## src/rtl/actuator_dac_driver.sv

```systemverilog
`default_nettype none
// ============================================================================
// Module   : actuator_dac_driver
// Purpose  : PID word -> offset-binary DAC code (optional slew limit, macro
//            DAC_SLEW_LIMIT_EN) -> 24-bit mode-0 SPI frame to the mirror DAC.
// Revision : 1.0  initial release
// ============================================================================
module actuator_dac_driver #(
  parameter int          CLK_DIV  = 4,
  parameter int          CS_GAP   = 2,
  parameter int          SLEW_MAX = 1024,
  parameter logic [7:0]  DAC_CMD  = 8'h30
) (
  input  logic        clk,
  input  logic        rst_n,
  input  logic        in_valid,
  input  logic [15:0] in_data,
  output logic        busy,
  output logic        done,
  output logic [15:0] last_code,
  output logic [7:0]  drop_cnt,
  output logic        dac_cs_n,
  output logic        dac_sclk,
  output logic        dac_mosi
);

  typedef enum logic [2:0] {
    S_IDLE  = 3'd0,
    S_LOAD  = 3'd1,
    S_SHIFT = 3'd2,
    S_GAP   = 3'd3,
    S_DONE  = 3'd4
  } state_e;

  localparam logic [15:0] C_DIV_LAST = 16'(CLK_DIV - 1);
  localparam logic [15:0] C_GAP_LAST = 16'((CS_GAP > 0) ? (CS_GAP - 1) : 0);
  localparam logic [4:0]  C_BIT_LAST = 5'd23;

  if (CLK_DIV < 1) begin : g_bad_clk_div
    $error("actuator_dac_driver: CLK_DIV must be >= 1");
  end
  if (SLEW_MAX < 1 || SLEW_MAX > 65535) begin : g_bad_slew_max
    $error("actuator_dac_driver: SLEW_MAX must be in 1..65535");
  end

  state_e      state_q, state_d;
  logic        pending_q, pending_d;
  logic [15:0] pdata_q, pdata_d;
  logic [15:0] sample_q, sample_d;
  logic [15:0] code_q, code_d;
  logic [23:0] frame_q, frame_d;
  logic [15:0] div_cnt_q, div_cnt_d;
  logic [15:0] gap_cnt_q, gap_cnt_d;
  logic [4:0]  bit_cnt_q, bit_cnt_d;
  logic        busy_q, busy_d;
  logic        done_q, done_d;
  logic [15:0] last_code_q, last_code_d;
  logic [7:0]  drop_cnt_q, drop_cnt_d;
  logic        cs_n_q, cs_n_d;
  logic        sclk_q, sclk_d;
  logic        mosi_q, mosi_d;

  logic [15:0] target;
  logic [15:0] new_code;
  logic        consume;

  assign target = sample_q ^ 16'h8000;

`ifdef DAC_SLEW_LIMIT_EN
  localparam logic signed [16:0] C_SLEW_POS = 17'(SLEW_MAX);
  localparam logic signed [16:0] C_SLEW_NEG = -17'(SLEW_MAX);

  logic signed [16:0] delta;
  logic signed [16:0] delta_lim;
  logic signed [16:0] code_sum;

  // Both operands are unsigned 16-bit, so a 17-bit signed difference cannot overflow.
  always_comb begin
    delta = $signed({1'b0, target}) - $signed({1'b0, last_code_q});
    if (delta > C_SLEW_POS) begin
      delta_lim = C_SLEW_POS;
    end else if (delta < C_SLEW_NEG) begin
      delta_lim = C_SLEW_NEG;
    end else begin
      delta_lim = delta;
    end
    code_sum = $signed({1'b0, last_code_q}) + delta_lim;
    new_code = code_sum[15:0];
  end
`else
  assign new_code = target;
`endif

  always_comb begin
    state_d     = state_q;
    pending_d   = pending_q;
    pdata_d     = pdata_q;
    sample_d    = sample_q;
    code_d      = code_q;
    frame_d     = frame_q;
    div_cnt_d   = div_cnt_q;
    gap_cnt_d   = gap_cnt_q;
    bit_cnt_d   = bit_cnt_q;
    last_code_d = last_code_q;
    drop_cnt_d  = drop_cnt_q;
    cs_n_d      = cs_n_q;
    sclk_d      = sclk_q;
    mosi_d      = mosi_q;
    done_d      = 1'b0;

    // A strobe coinciding with the IDLE->LOAD hand-off refills the slot without a drop.
    consume = (state_q == S_IDLE) && pending_q;
    if (consume) begin
      pending_d = 1'b0;
    end
    if (in_valid) begin
      pending_d = 1'b1;
      pdata_d   = in_data;
      if (pending_q && !consume && (drop_cnt_q != 8'hFF)) begin
        drop_cnt_d = drop_cnt_q + 8'd1;
      end
    end

    unique case (state_q)
      S_IDLE: begin
        if (pending_q) begin
          sample_d = pdata_q;
          state_d  = S_LOAD;
        end
      end
      S_LOAD: begin
        code_d    = new_code;
        frame_d   = {DAC_CMD[6:0], new_code, 1'b0};
        mosi_d    = DAC_CMD[7];
        cs_n_d    = 1'b0;
        sclk_d    = 1'b0;
        div_cnt_d = '0;
        bit_cnt_d = '0;
        state_d   = S_SHIFT;
      end
      S_SHIFT: begin
        if (div_cnt_q == C_DIV_LAST) begin
          div_cnt_d = '0;
          if (!sclk_q) begin
            sclk_d = 1'b1;
          end else begin
            sclk_d = 1'b0;
            if (bit_cnt_q == C_BIT_LAST) begin
              cs_n_d    = 1'b1;
              mosi_d    = 1'b0;
              gap_cnt_d = '0;
              if (CS_GAP > 0) begin
                state_d = S_GAP;
              end else begin
                state_d     = S_DONE;
                done_d      = 1'b1;
                last_code_d = code_q;
              end
            end else begin
              bit_cnt_d = bit_cnt_q + 5'd1;
              mosi_d    = frame_q[23];
              frame_d   = {frame_q[22:0], 1'b0};
            end
          end
        end else begin
          div_cnt_d = div_cnt_q + 16'd1;
        end
      end
      S_GAP: begin
        if (gap_cnt_q == C_GAP_LAST) begin
          state_d     = S_DONE;
          done_d      = 1'b1;
          last_code_d = code_q;
        end else begin
          gap_cnt_d = gap_cnt_q + 16'd1;
        end
      end
      S_DONE: begin
        state_d = S_IDLE;
      end
      default: begin
        state_d = S_IDLE;
      end
    endcase

    busy_d = (state_d != S_IDLE) || pending_d;
  end

  always_ff @(posedge clk) begin
    if (!rst_n) begin
      state_q     <= S_IDLE;
      pending_q   <= 1'b0;
      pdata_q     <= '0;
      sample_q    <= '0;
      code_q      <= 16'h8000;
      frame_q     <= '0;
      div_cnt_q   <= '0;
      gap_cnt_q   <= '0;
      bit_cnt_q   <= '0;
      busy_q      <= 1'b0;
      done_q      <= 1'b0;
      last_code_q <= 16'h8000;
      drop_cnt_q  <= '0;
      cs_n_q      <= 1'b1;
      sclk_q      <= 1'b0;
      mosi_q      <= 1'b0;
    end else begin
      state_q     <= state_d;
      pending_q   <= pending_d;
      pdata_q     <= pdata_d;
      sample_q    <= sample_d;
      code_q      <= code_d;
      frame_q     <= frame_d;
      div_cnt_q   <= div_cnt_d;
      gap_cnt_q   <= gap_cnt_d;
      bit_cnt_q   <= bit_cnt_d;
      busy_q      <= busy_d;
      done_q      <= done_d;
      last_code_q <= last_code_d;
      drop_cnt_q  <= drop_cnt_d;
      cs_n_q      <= cs_n_d;
      sclk_q      <= sclk_d;
      mosi_q      <= mosi_d;
    end
  end

  assign busy      = busy_q;
  assign done      = done_q;
  assign last_code = last_code_q;
  assign drop_cnt  = drop_cnt_q;
  assign dac_cs_n  = cs_n_q;
  assign dac_sclk  = sclk_q;
  assign dac_mosi  = mosi_q;

endmodule
`default_nettype wire

```

## config.mk

```make
export PLATFORM = sky130hd
export DESIGN_NAME = actuator_dac_driver
export DESIGN_NICKNAME = d
export VERILOG_FILES = /design/src/rtl/actuator_dac_driver.sv
export SDC_FILE = /design/constraint.sdc
export NUM_CORES = 1
export LEC_CHECK = 0
export CORE_MARGIN = 4
export CORE_UTILIZATION = 50
export DETAILED_ROUTE_END_ITERATION = 7
export DONT_BUFFER_PORTS = 1
export PLACE_DENSITY = 0.66
export REMOVE_ABC_BUFFERS = 1
export SYNTH_ARGS = -nofsm -noshare
export SYNTH_HDL_FRONTEND = slang
export SYNTH_SLANG_ARGS = --single-unit
```

## constraint.sdc

```tcl
create_clock -name clk -period 4.3 [get_ports clk]
set_clock_uncertainty 0.15 [all_clocks]
set_input_delay 1.075 -clock clk [delete_from_list [all_inputs] [get_ports clk]]
set_output_delay 1.075 -clock clk [all_outputs]
set_load 0.03 [all_outputs]
```

Word level (Yosys, flattened, before mapping)
Cells that the tools add are included.

word-level totals
  bits of input ports = 19
  output and inout port bits = 29
  flip-flop bits (word level) = 142
  word-level logic and storage cells = 86

cells by class
  reduce and logical (&&, ||, !) cells = 18
  bitwise operators = 1
  equality and inequality tests = 12
  mux-type cells = 35
  add/subtract/negate cells = 4

operators by type and width
  kind                                                                     count
  16-bit two-way mux                                                       5
  24-bit two-way mux                                                       3
  16-bit one-hot mux with 2 select lines                                   2
  24-bit one-hot mux with 2 select lines                                   1
  16-bit by 1-bit adder with 16-bit output (second input constant)         2
  16-bit by 1-bit equality test with 1-bit output (second input constant)  1
  16-bit by 2-bit equality test with 1-bit output (second input constant)  1
  3-bit two-way mux                                                        5
  5-bit two-way mux                                                        3
  3-bit one-hot mux with 4 select lines                                    1
  1-bit two-way mux                                                        11
  2-bit inequality test (second input constant)                            5
  5-bit one-hot mux with 2 select lines                                    1
  2-bit AND reduction                                                      5
  8-bit by 1-bit adder with 8-bit output (second input constant)           1
  8-bit inequality test (second input constant)                            1
  4-bit AND reduction                                                      2
  3-bit by 2-bit equality test with 1-bit output (second input constant)   2
  1-bit one-hot mux with 2 select lines                                    3
  5-bit by 1-bit adder with 5-bit output (second input constant)           1
  5-bit equality test (second input constant)                              1
  5-bit AND reduction                                                      1
  2-bit nonzero test                                                       2
  3-bit by 1-bit equality test with 1-bit output (second input constant)   1
  7 further kinds                                                          9

Depth between registers and ports, before layout
Gate-level depths: netlist (run 1).

  depth after elaboration = 7
  mapped depth = 9
  depth with buffers taken out = 7

Worst setup path before layout (run 1)
Ideal clock, no wire load.

  path type = input to register
  from = in in_valid
  to = reg drop_cnt_q[7] (netlist: drop_cnt[7])
  data required time = 4035 ps
  setup time = 115 ps
  slack = 1717 ps
  stages on the path = 6
  path buffers = 1
  data arrival time = 2318 ps
  cells stage by stage = buf_2 > o311ai_0 > a311oi_1 > nand2_1 > xnor2_1 > and2_1

between the ends
  cells in the longest elaborated chain, start to end = 1

RTL lines
  element                               RTL line  RTL
  start, declared                       16        input logic in_valid,
  2-bit AND reduction (no source line)  n/a
  end signal, assigned                  220       drop_cnt_q <= drop_cnt_d;
  end, declared                         58        logic [7:0] drop_cnt_q, drop_cnt_d;

Every way passes these cells.
A chain may end at the register's enable or synchronous reset.

Worst setup path in the final report (run 1)
  from = reg state_q[0]
  to = reg frame_q[11]

between the ends
  cells in the longest elaborated chain, start to end = 3
  elaborated cells between the ends (all ways) = 8
  classes of those cells = eq/ne: 5; mux: 1; reduce/logical: 2

RTL lines
  element                                                                                                           RTL line  RTL
  start, declared                                                                                                   46        state_e state_q, state_d;
  start signal, assigned                                                                                            208       state_q <= state_d;
  3-bit by 2-bit equality test with 1-bit output or 3-bit by 1-bit equality test with 1-bit output (tied branches)  124       unique case (state_q)
  2-bit inequality test (no source line) or 2-bit nonzero test (tied branches)                                      n/a
  4-bit AND reduction (no source line)                                                                              n/a
  end signal, assigned                                                                                              213       frame_q <= frame_d;
  end, declared                                                                                                     51        logic [23:0] frame_q, frame_d;

Parallel ways exist; a longest one is shown, timed or not.

==> impl_results.md, run 1 <==
* Power Dens Cells at approximately 470 mW/mm^2
* P_sw at approximately 680 uW
* Clk buf depth at 2
* Post-synthesis adder-cell area fraction at 0.01083
* Simple-Gate Fraction of Synth Area at 0.2569
* Routability cong. at 0.8230
* DP HPWL at 8135 um
* Post_cts resized at 0
* CP endpoint kind: flop
* Logic pwr share at 0.054
* Nets at about 690
* Critical-path cell list: or3b_1 -> o21ai_2 -> o211a_1 -> buf_4 -> nor2_1 -> a311oi_1
* GRT overflow at 0
* EDFF count, synth at 0
* CP Launch Type: flop
* Final setup violation count at 0
* RSZ-0062 raised after global routing: false
* Final critical-path required period at 3089 ps
* CP arrival at 3250 ps
* Commonest non-fill, non-tap cell in the layout: nand2_1
* Compound-Gate Fraction of Synth Area at 0.1311
* Hold path depth at 2
* Hold Fails Final Rpt at 0
* Initial antenna violation count at 0
* CORE AREA at ~0.011 sq mm
* Register area share after synthesis at 0.4887
* Largest net degree at the start of global routing at 57
* Routed wire length at 12410 um
* Worst path slowest cell: o211a_1
* Post-synthesis register bit count at approximately 140
* Setup ws final at 1211 ps
* Initial detailed-routing violation count at 299
* Total Die Area at 0.01333 sq mm
* Status: completed
* Cell family with most CP delay: compound AO/OA/AOI/OAI gates
* Router iterations before antenna repair at 5
* CP peak stage delay at between 700 and 800 ps
* Sw frac at 0.2263
* Commonest non-fill, non-tap cells in the layout: 160 x nand2_1, 141 x dfxtp_1, 66 x nor2_1
* Area of the mapped netlist at 0.005776 sq mm
* Total GRT Usage at 0.2012
* Req. time, crit path at 4460 ps
* TNS Setup at 0 ps
* Die width at 115.5 um
* Syn Inst Count at 689
* IO buf count at 0
* Crit Path Category: reg -> reg
* Largest family of logic cells by synthesized area: simple AND/OR/NAND/NOR gates
* CTS Buf Count at 17
* R2R setup slack at 1210 ps
* Row count at 38
* Post-Synth XOR/XNOR Area at 0.03791
* H-tree depth reported by CTS at 4
* Slew Limit Fails at 0
* Leakage at 0.002206 uW
* First-pass GRT wire length at roughly 21000 um
* Clock Power Share at 0.485
* CTS tree: built
* Period utilization at 0.7184
* Max-Cap Viols at 0
* ANT cells at 0
* Worst IR Drop VDD at 0.4346 mV
* Setup bufs post-CTS at 0
* Clock transition at path regs at 60 ps
* CP Depth at 6
* Worst skew pair latency at 410 ps
* Vias in the first global route at 4415
* Mux share of post-synthesis cell area at 0.03293
* Clock sinks at between 100 and 150
* Top_reg_cell synth: dfxtp_1
* Root buf cell: clkbuf_16
* R2R cell count at 6
* Wire length per cell at 15.08 um
* Worst min-delay path class: reg -> reg
* DP Worst Slack at between 1000 and 1500 ps
* Pint at 2317 uW
* Hold Buf Count CTS at 0
* Post-route ant nets at 0
* # DRC at 0
* Via density at 5.631
* Max_slew headroom at 0.3766
* Area grow syn2layout at 10.36%
* Die height at approximately 120 um
* Syn avg cell area at 8.382 sq um
* Worst-Margin Slew at 935.1 ps
* Register share of total power at 0.461
* Yosys warns at 0
* Critical Path Fanout Max at 34
* Final Core Density at 0.5753
* Top Ports at 48
* Highest Clock Rate at ~320 MHz
* Unique masters post-synth at 54
* Routed vias at about 4600
* Worst Path Buf+Inv at 1
* Initial core utilization at 0.5213
* Async S/R FF share, synth at 0
* Layout cells sized above 1 at 0.06735
final cells by class:
class                      count  area (sq um)
fill                         987          4705
clock inverter                10         111.4
multi-input combinational    498          2713
inverter                       6         22.52
clock buffer                  22         484.2
sequential                   141          2823
timing repair buffer           6         45.04
tap                          140         175.2
power groups by stage:
stage | Combinational [uW] | Clock, uW | Sequential, uW
2_1_floorplan | 123 | 0 | 1400
3_3_place_gp | 158 | 0 | 1410
3_5_place_dp | 163 | 0 | 1410
4_1_cts | 163 | 1480 | 1380
5_1_grt | 185 | 1550 | 1390
6_report | 163 | 1450 | 1380
registers in the layout, indices dropped and copies added, names as in the netlist:
register	count
bit_cnt_q	5
busy	1
code_q	16
dac_cs_n	1
dac_mosi	1
dac_sclk	1
div_cnt_q	16
done	1
drop_cnt	8
frame_q	23
gap_cnt_q	16
last_code	16
pdata_q	16
pending_q	1
sample_q	16
state_q	3
Yosys cell counts, types with 5 or more instances:
master / number / share of area
xnor2_1: 10 / 0.015
inv_1: 6 / 0.0039
ha_1: 5 / 0.011
a31oi_1: 6 / 0.0065
nand2_1: 160 / 0.10
and2_1: 8 / 0.0087
buf_4: 5 / 0.0065
nor2_1: 66 / 0.043
a311oi_1: 15 / 0.023
a21oi_1: 62 / 0.054
nor4_1: 6 / 0.0065
buf_2: 9 / 0.0078
nor3_1: 10 / 0.0087
nand3_1: 28 / 0.024
clkbuf_1: 26 / 0.017
dfxtp_1: 141 / 0.49
nand4_1: 12 / 0.013
mux2i_1: 19 / 0.033
o21ai_0: 16 / 0.014
xor2_1: 15 / 0.023
and4_1: 6 / 0.0091
stage by stage:
| step | instance area [sq um] | power, uW | hold WS [ps] | instances |
|---|---|---|---|---|
| floorplan | 5558 | 1524 | 281.2 | 645 |
| global placement | 5778 | 1564 | 291.1 | 791 |
| detailed placement | 5778 | 1571 | 296.8 | 791 |
| CTS | 6374 | 3020 | 304.7 | 823 |
| global route | 6374 | 3120 | 321.3 | 823 |
| finish | 6374 | 2995 | 302.1 | 823 |
worst reg2reg max path: stages (launching register included):
cell	delay (ps)
dfxtp_1	520
or3b_1	730
o21ai_2	180
o211a_1	790
buf_4	310
nor2_1	50
a311oi_1	260
routing by layer:
metal | routed length (um) | vias to the layer above | track usage
met4 | 134 | 0 | 0.05947
met5 | 0 | - | 0
met1 | 5727 | 2196 | 0.2593
li1 | - | 2335 | -
met2 | 5965 | 94 | 0.3225
met3 | 584 | 9 | 0.06736
cell families (layout without fill, tap and decap cells):
| kind of cell | count (synthesis) | after routing |
|---|---|---|
| xor gates and xnor gates | 25 | 25 |
| DFF | 141 | 141 |
| AOI/OAI and AO/OA | 124 | 124 |
| muxes | 19 | 19 |
| and+or+nand+nor | 325 | 325 |
| adders and majority gates | 5 | 5 |
| buffers and inverters | 50 | 44 |
path summary, 6_finish.rpt:
| kind | startpoint | end |
|---|---|---|
| hold reg to reg | code_q[11] | code_q[11] |
| setup / recovery | state_q[0] | frame_q[11] |
| hold / removal | code_q[11] | code_q[11] |
| setup reg to reg | state_q[0] | frame_q[11] |
No activity file was read; power rests on OpenSTA's default activity.
==> run 2: changes to the inputs <==
--- a/config.mk
+++ b/config.mk
@@ -9,7 +9,7 @@
 export CORE_UTILIZATION = 50
 export DETAILED_ROUTE_END_ITERATION = 7
 export DONT_BUFFER_PORTS = 1
-export PLACE_DENSITY = 0.66
+export PLACE_DENSITY = 0.69
 export REMOVE_ABC_BUFFERS = 1
 export SYNTH_ARGS = -nofsm -noshare
 export SYNTH_HDL_FRONTEND = slang
==> constraint.sdc (replaced) <==
create_clock -name clk -period 2.8 [get_ports clk]
set_clock_uncertainty 0.15 [all_clocks]
set_input_delay 0.7 -clock clk [delete_from_list [all_inputs] [get_ports clk]]
set_output_delay 0.7 -clock clk [all_outputs]
set_load 0.03 [all_outputs]
==> run 2 against run 1 <==
Effect of this change:
- cell area grew 0.90%
- first-iteration DRC count increased by 12%
- total power increased by 58%
- largest power group unchanged
==> impl_results.md, run 2 (synthesis results as in run 1) <==
* CP endpoint kind: flop
* Highest Clock Rate at 409.0 MHz
* Setup ws final at approximately 360 ps
* Routed wire length at 12370 um
* Hold Fails Final Rpt at 0
* Max_slew headroom at 0.3041
* Status: completed
* TNS Setup at 0 ps
* Row count at 38
* Routability cong. at 0.8816
* Top Ports at 48
* GRT overflow at 0
* Total Die Area at between 0.01 and 0.015 sq mm
* H-tree depth reported by CTS at 4
* Req. time, crit path at about 3000 ps
* Final Core Density at 0.5805
* Post-route ant nets at 0
* Power Dens Cells at ~730 mW/mm^2
* Initial core utilization at 0.5213
* RSZ-0062 raised after global routing: false
* Router iterations before antenna repair at 4
* Grt met2 use at 0.3218
* Final setup violation count at 0
* Worst IR Drop VDD at 0.6098 mV
* Vias in the first global route at roughly 4300
* CORE AREA at 0.01108 sq mm
* Number of flip-flops in the largest register at 23
* Nets at between 600 and 700
* Total GRT Usage at 0.1956
* Worst min-delay path class: in -> reg
* Routed vias at 4641
* Die width at 115.5 um
* Via density at between 5 and 6
* Clock transition at path regs at 60 ps
* P_sw at ~1100 uW
* Post_cts resized at 0
* Slew Limit Fails at 0
* Placement Cell Area at 0.005813 sq mm
* Root buf cell: clkbuf_16
* Sw frac at 0.2259
* Layout cells sized above 1 at 0.07007
* Clock Power Share at 0.496
* Fill cells at between 900 and 1000
* Worst-Margin Slew at around 1000 ps
* CTS tree: built
* Most flops, register: frame_q
* CP Launch Type: flop
* Max-Cap Viols at 0
* Die height at about 120 um
* DP Worst Slack at 433.3 ps
* Initial detailed-routing violation count at 334
* Met1 Track Usage GR at 0.2439
* Wire length per cell at 15.00 um
* Largest net degree at the start of global routing at 39
* Final instance area at roughly 0.0064 sq mm
* Commonest non-fill, non-tap cell in the layout: nand2_1
* Pint at 3655 uW
* Register share of total power at 0.449
* # DRC at 0
* Period utilization at 0.8732
* ANT cells at 0
* Logic pwr share at 0.055
* Setup bufs post-CTS at 0
* DP HPWL at between 8000 and 9000 um
* First-pass GRT wire length at 20870 um
* Area grow syn2layout at 11.35%
* Total power at 4722 uW
* Clk buf depth at 2
* Critical Path Fanout Max at 22
* CTS Buf Count at 17
* IO buf count at 0
* Crit Path Category: reg -> reg
* Clock sinks at approximately 140
* Global-route layer with the greatest usage: met2
* Final critical-path required period at ~2400 ps
* Leakage at 0.002234 uW
* Initial antenna violation count at 0
* Hold Buf Count CTS at 0
* CP arrival at 2650 ps
* Commonest non-fill, non-tap cells in the layout: 160 x nand2_1, 141 x dfxtp_1, 66 x nor2_1
* Worst skew pair latency at approximately 420 ps
* Global Route met3 Usage at 0.05953
[run 2: cell count changes in the layout (fill, tap and decap cells not counted)]
cell / change
inv_6: +2
clkbuf_8: -4
buf_4: +2
bufinv_16: +2
clkinv_2: -2
clkinv_4: +2
clkinvlp_4: -1
buf_12: +1
[run 2: through the flow]
stage,hold slack [ps],std cells
3_3_place_gp,291.0,794
4_1_cts,191.2,825
2_1_floorplan,281.2,645
5_1_grt,197.3,825
3_5_place_dp,297.5,794
6_report,206.8,825
[run 2: area by class of cell]
class / instances / area, sq um / share of cell area
multi-input combinational: 498 / 2713 / 0.4218
inverter: 6 / 22.52 / 0.003502
clock buffer: 18 / 429.2 / 0.06673
timing repair buffer: 9 / 80.08 / 0.01245
tap: 140 / 175.2 / 0.02724
sequential: 141 / 2823 / 0.4389
clock inverter: 13 / 188.9 / 0.02938
[run 2: power by group through the flow]
| stage | registers [uW] | logic (uW) | clock network [uW] |
|---|---|---|---|
| 2_1_floorplan | 2150 | 189 | 0 |
| 3_3_place_gp | 2160 | 250 | 0 |
| 3_5_place_dp | 2160 | 258 | 0 |
| 4_1_cts | 2120 | 260 | 2380 |
| 5_1_grt | 2130 | 295 | 2480 |
| 6_report | 2120 | 259 | 2340 |
[run 2: final timing paths]
kind                    start  depth (start not counted)  slack (ps)       endpoint
setup / recovery   state_q[1]                          5         360   bit_cnt_q[4]
hold / removal          rst_n                          1         210  last_code[15]
setup reg to reg   state_q[1]                          5         360   bit_cnt_q[4]
hold reg to reg   pdata_q[14]                          2         300   sample_q[14]
[run 2: routing by layer]
layer | vias up | share of wire | wire (um)
met5 | - | 0 | 0
met4 | 0 | 0.017 | 205
met3 | 18 | 0.044 | 550
met2 | 85 | 0.50 | 6155
met1 | 2191 | 0.44 | 5460
li1 | 2347 | - | -
[run 2: critical path, cell delays in order, from the launching register on]
cell and delay (ps):
dfxtp_1 480, or3b_4 560, o21ai_2 190, o211ai_1 310, or4_1 610, o21ai_1 80
==> run 3: changes to the inputs <==
--- a/config.mk
+++ b/config.mk
@@ -11,6 +11,7 @@
 export DONT_BUFFER_PORTS = 1
 export PLACE_DENSITY = 0.69
 export REMOVE_ABC_BUFFERS = 1
+export SETUP_SLACK_MARGIN = 0.3
 export SYNTH_ARGS = -nofsm -noshare
 export SYNTH_HDL_FRONTEND = slang
 export SYNTH_SLANG_ARGS = --single-unit
==> run 3 against run 2 <==
Effect of this change:
- final cell count increased by 0.24%
- worst setup slack gained 110 ps
- count of clock-buffer cells in the layout did not move
- total power increased by 0.17%
- die area unchanged
- non-clock buffer count is 2 higher
- largest power group unchanged
- hold slack improved by 1.9 ps
==> impl_results.md, run 3 (synthesis results as in run 1) <==
* Footprint of the multi-input gates at 0.002716 sq mm
* Wire length per cell at ~15 um
* Die width at roughly 120 um
* Worst IR Drop VDD at 0.6077 mV
* Final setup violation count at 0
* P_sw at 1070 uW
* First-pass GRT wire length at 20870 um
* Max_slew headroom at 0.3068
* Status: completed
* Die height at 115.5 um
* Commonest non-fill, non-tap cell in the layout: nand2_1
* Clock transition at path regs at around 60 ps
* Layout cells sized above 1 at 0.07715
* Req. time, crit path at 3000 ps
* Commonest non-fill, non-tap cells in the layout: 159 x nand2_1, 141 x dfxtp_1, 66 x nor2_1
* Nets at 699
* DP HPWL at 8175 um
* RSZ-0062 raised after global routing: false
* CORE AREA at around 0.011 sq mm
* Initial antenna violation count at 0
* Final critical-path required period at ~2300 ps
* Routed wire length at approximately 12000 um
* Period utilization at 0.8355
* CP Launch Type: flop
* R2R setup slack at 460 ps
* Largest net degree at the start of global routing at 39
* Total GRT Usage at 0.1956
* Worst min-delay path class: in -> reg
* Register share of total power at 0.448
* CTS tree: built
* Row count at 38
* CP endpoint kind: flop
* Most flops, register: frame_q
* Post-route ant nets at 0
* Clk buf depth at 2
* Number of flip-flops in the largest register at 23
* Clock sinks at 141
* Sw frac at 0.2261
* Critical Path Fanout Max at 22
* Power Dens Cells at 733.4 mW/mm^2
* ANT cells at 0
* Via density at about 5.6
* Initial core utilization at 0.5213
* Max-Cap Viols at 0
* GRT overflow at 0
* IO buf count at 0
* Worst skew pair latency at ~420 ps
* Worst-Margin Slew at 1027 ps
* Logic pwr share at 0.056
* Reg area at 0.002823 sq mm
* Fill cells at 978
* Total Die Area at 0.01333 sq mm
* Router iterations before antenna repair at 5
* Root buf cell: clkbuf_16
* Hold Buf Count CTS at 0
* CTS Buf Count at 17
* H-tree depth reported by CTS at 4
* Top Ports at 48
* Hold path depth at 1
* TNS Setup at 0 ps
* Slew Limit Fails at 0
* R2R cell count at 6
* Highest Clock Rate at 427.5 MHz
* Vias in the first global route at 4304
* # DRC at 0
* Pint at 3661 uW
* Final Core Density at 0.5822
* CP arrival at 2540 ps
* Leakage at about 0.0022 uW
* Routability cong. at a little under 0.9
* Routed vias at 4664
* Area grow syn2layout at 11.68%
* Initial detailed-routing violation count at 344
* Hold Fails Final Rpt at 0
* Crit Path Category: reg -> reg
* Clock Power Share at 0.496
[run 3: cell types whose count changed in the layout (fill, tap and decap cells not counted)]
cell     previous run  this run
buf_4               8        10
and4_1              6         5
and4_2              0         1
nand2_1           160       159
nand2_2             0         1
o211a_1             2         1
o211a_2             0         1
[run 3: path summary, 6_finish.rpt]
| check | from | endpoint |
|---|---|---|
| max reg2reg | state_q[1] | bit_cnt_q[2] |
| min | rst_n | last_code[15] |
| max | state_q[1] | bit_cnt_q[2] |
| min reg2reg | pdata_q[14] | sample_q[14] |
[run 3: power groups by stage]
stage	registers [uW]	clock network, uW	logic, uW
after floorplan	2150	0	189
after global placement	2160	0	250
after detailed placement	2160	0	258
after CTS	2120	2380	260
after global routing	2130	2480	302
final	2120	2350	265
[run 3: what timing repair did]
| item | CTS | global route |
|---|---|---|
| setup buffers | 0 | 2 |
| gates resized for setup | 0 | 3 |
| setup endpoints to repair | 0 | 31 |
[run 3: metrics by stage]
stage,hold WS (ps),std cells,area [sq um],power [uW],setup WS [ps]
2_1_floorplan,281.2,645,5558,2341,-259.4
3_3_place_gp,291.0,794,5813,2410,479.1
3_5_place_dp,297.5,794,5813,2421,433.3
4_1_cts,191.2,825,6431,4764,369.6
5_1_grt,197.3,827,6450,4913,324.7
6_report,208.6,827,6450,4730,460.7
[run 3: layout make-up]
cell class                      instances  share of cell area
Clock inverter                         13             0.02929
Clock buffer                           18             0.06654
Timing Repair Buffer                   11             0.01474
Sequential cell                       141              0.4376
Multi-Input combinational cell        498              0.4211
Inverter                                6            0.003492
Tap cell                              140             0.02716
[run 3: metal layers]
layer	global-route usage	part of all wire
met5	0	0
met4	0.06964	0.016
met3	0.05953	0.047
met2	0.3218	0.50
met1	0.2439	0.44
[run 3: critical path, stage by stage, from the launching register on]
cell and delay [ps]:
dfxtp_1 480, or3b_4 560, o21ai_2 190, o211ai_1 230, buf_4 220, or3_1 300, a21oi_1 150
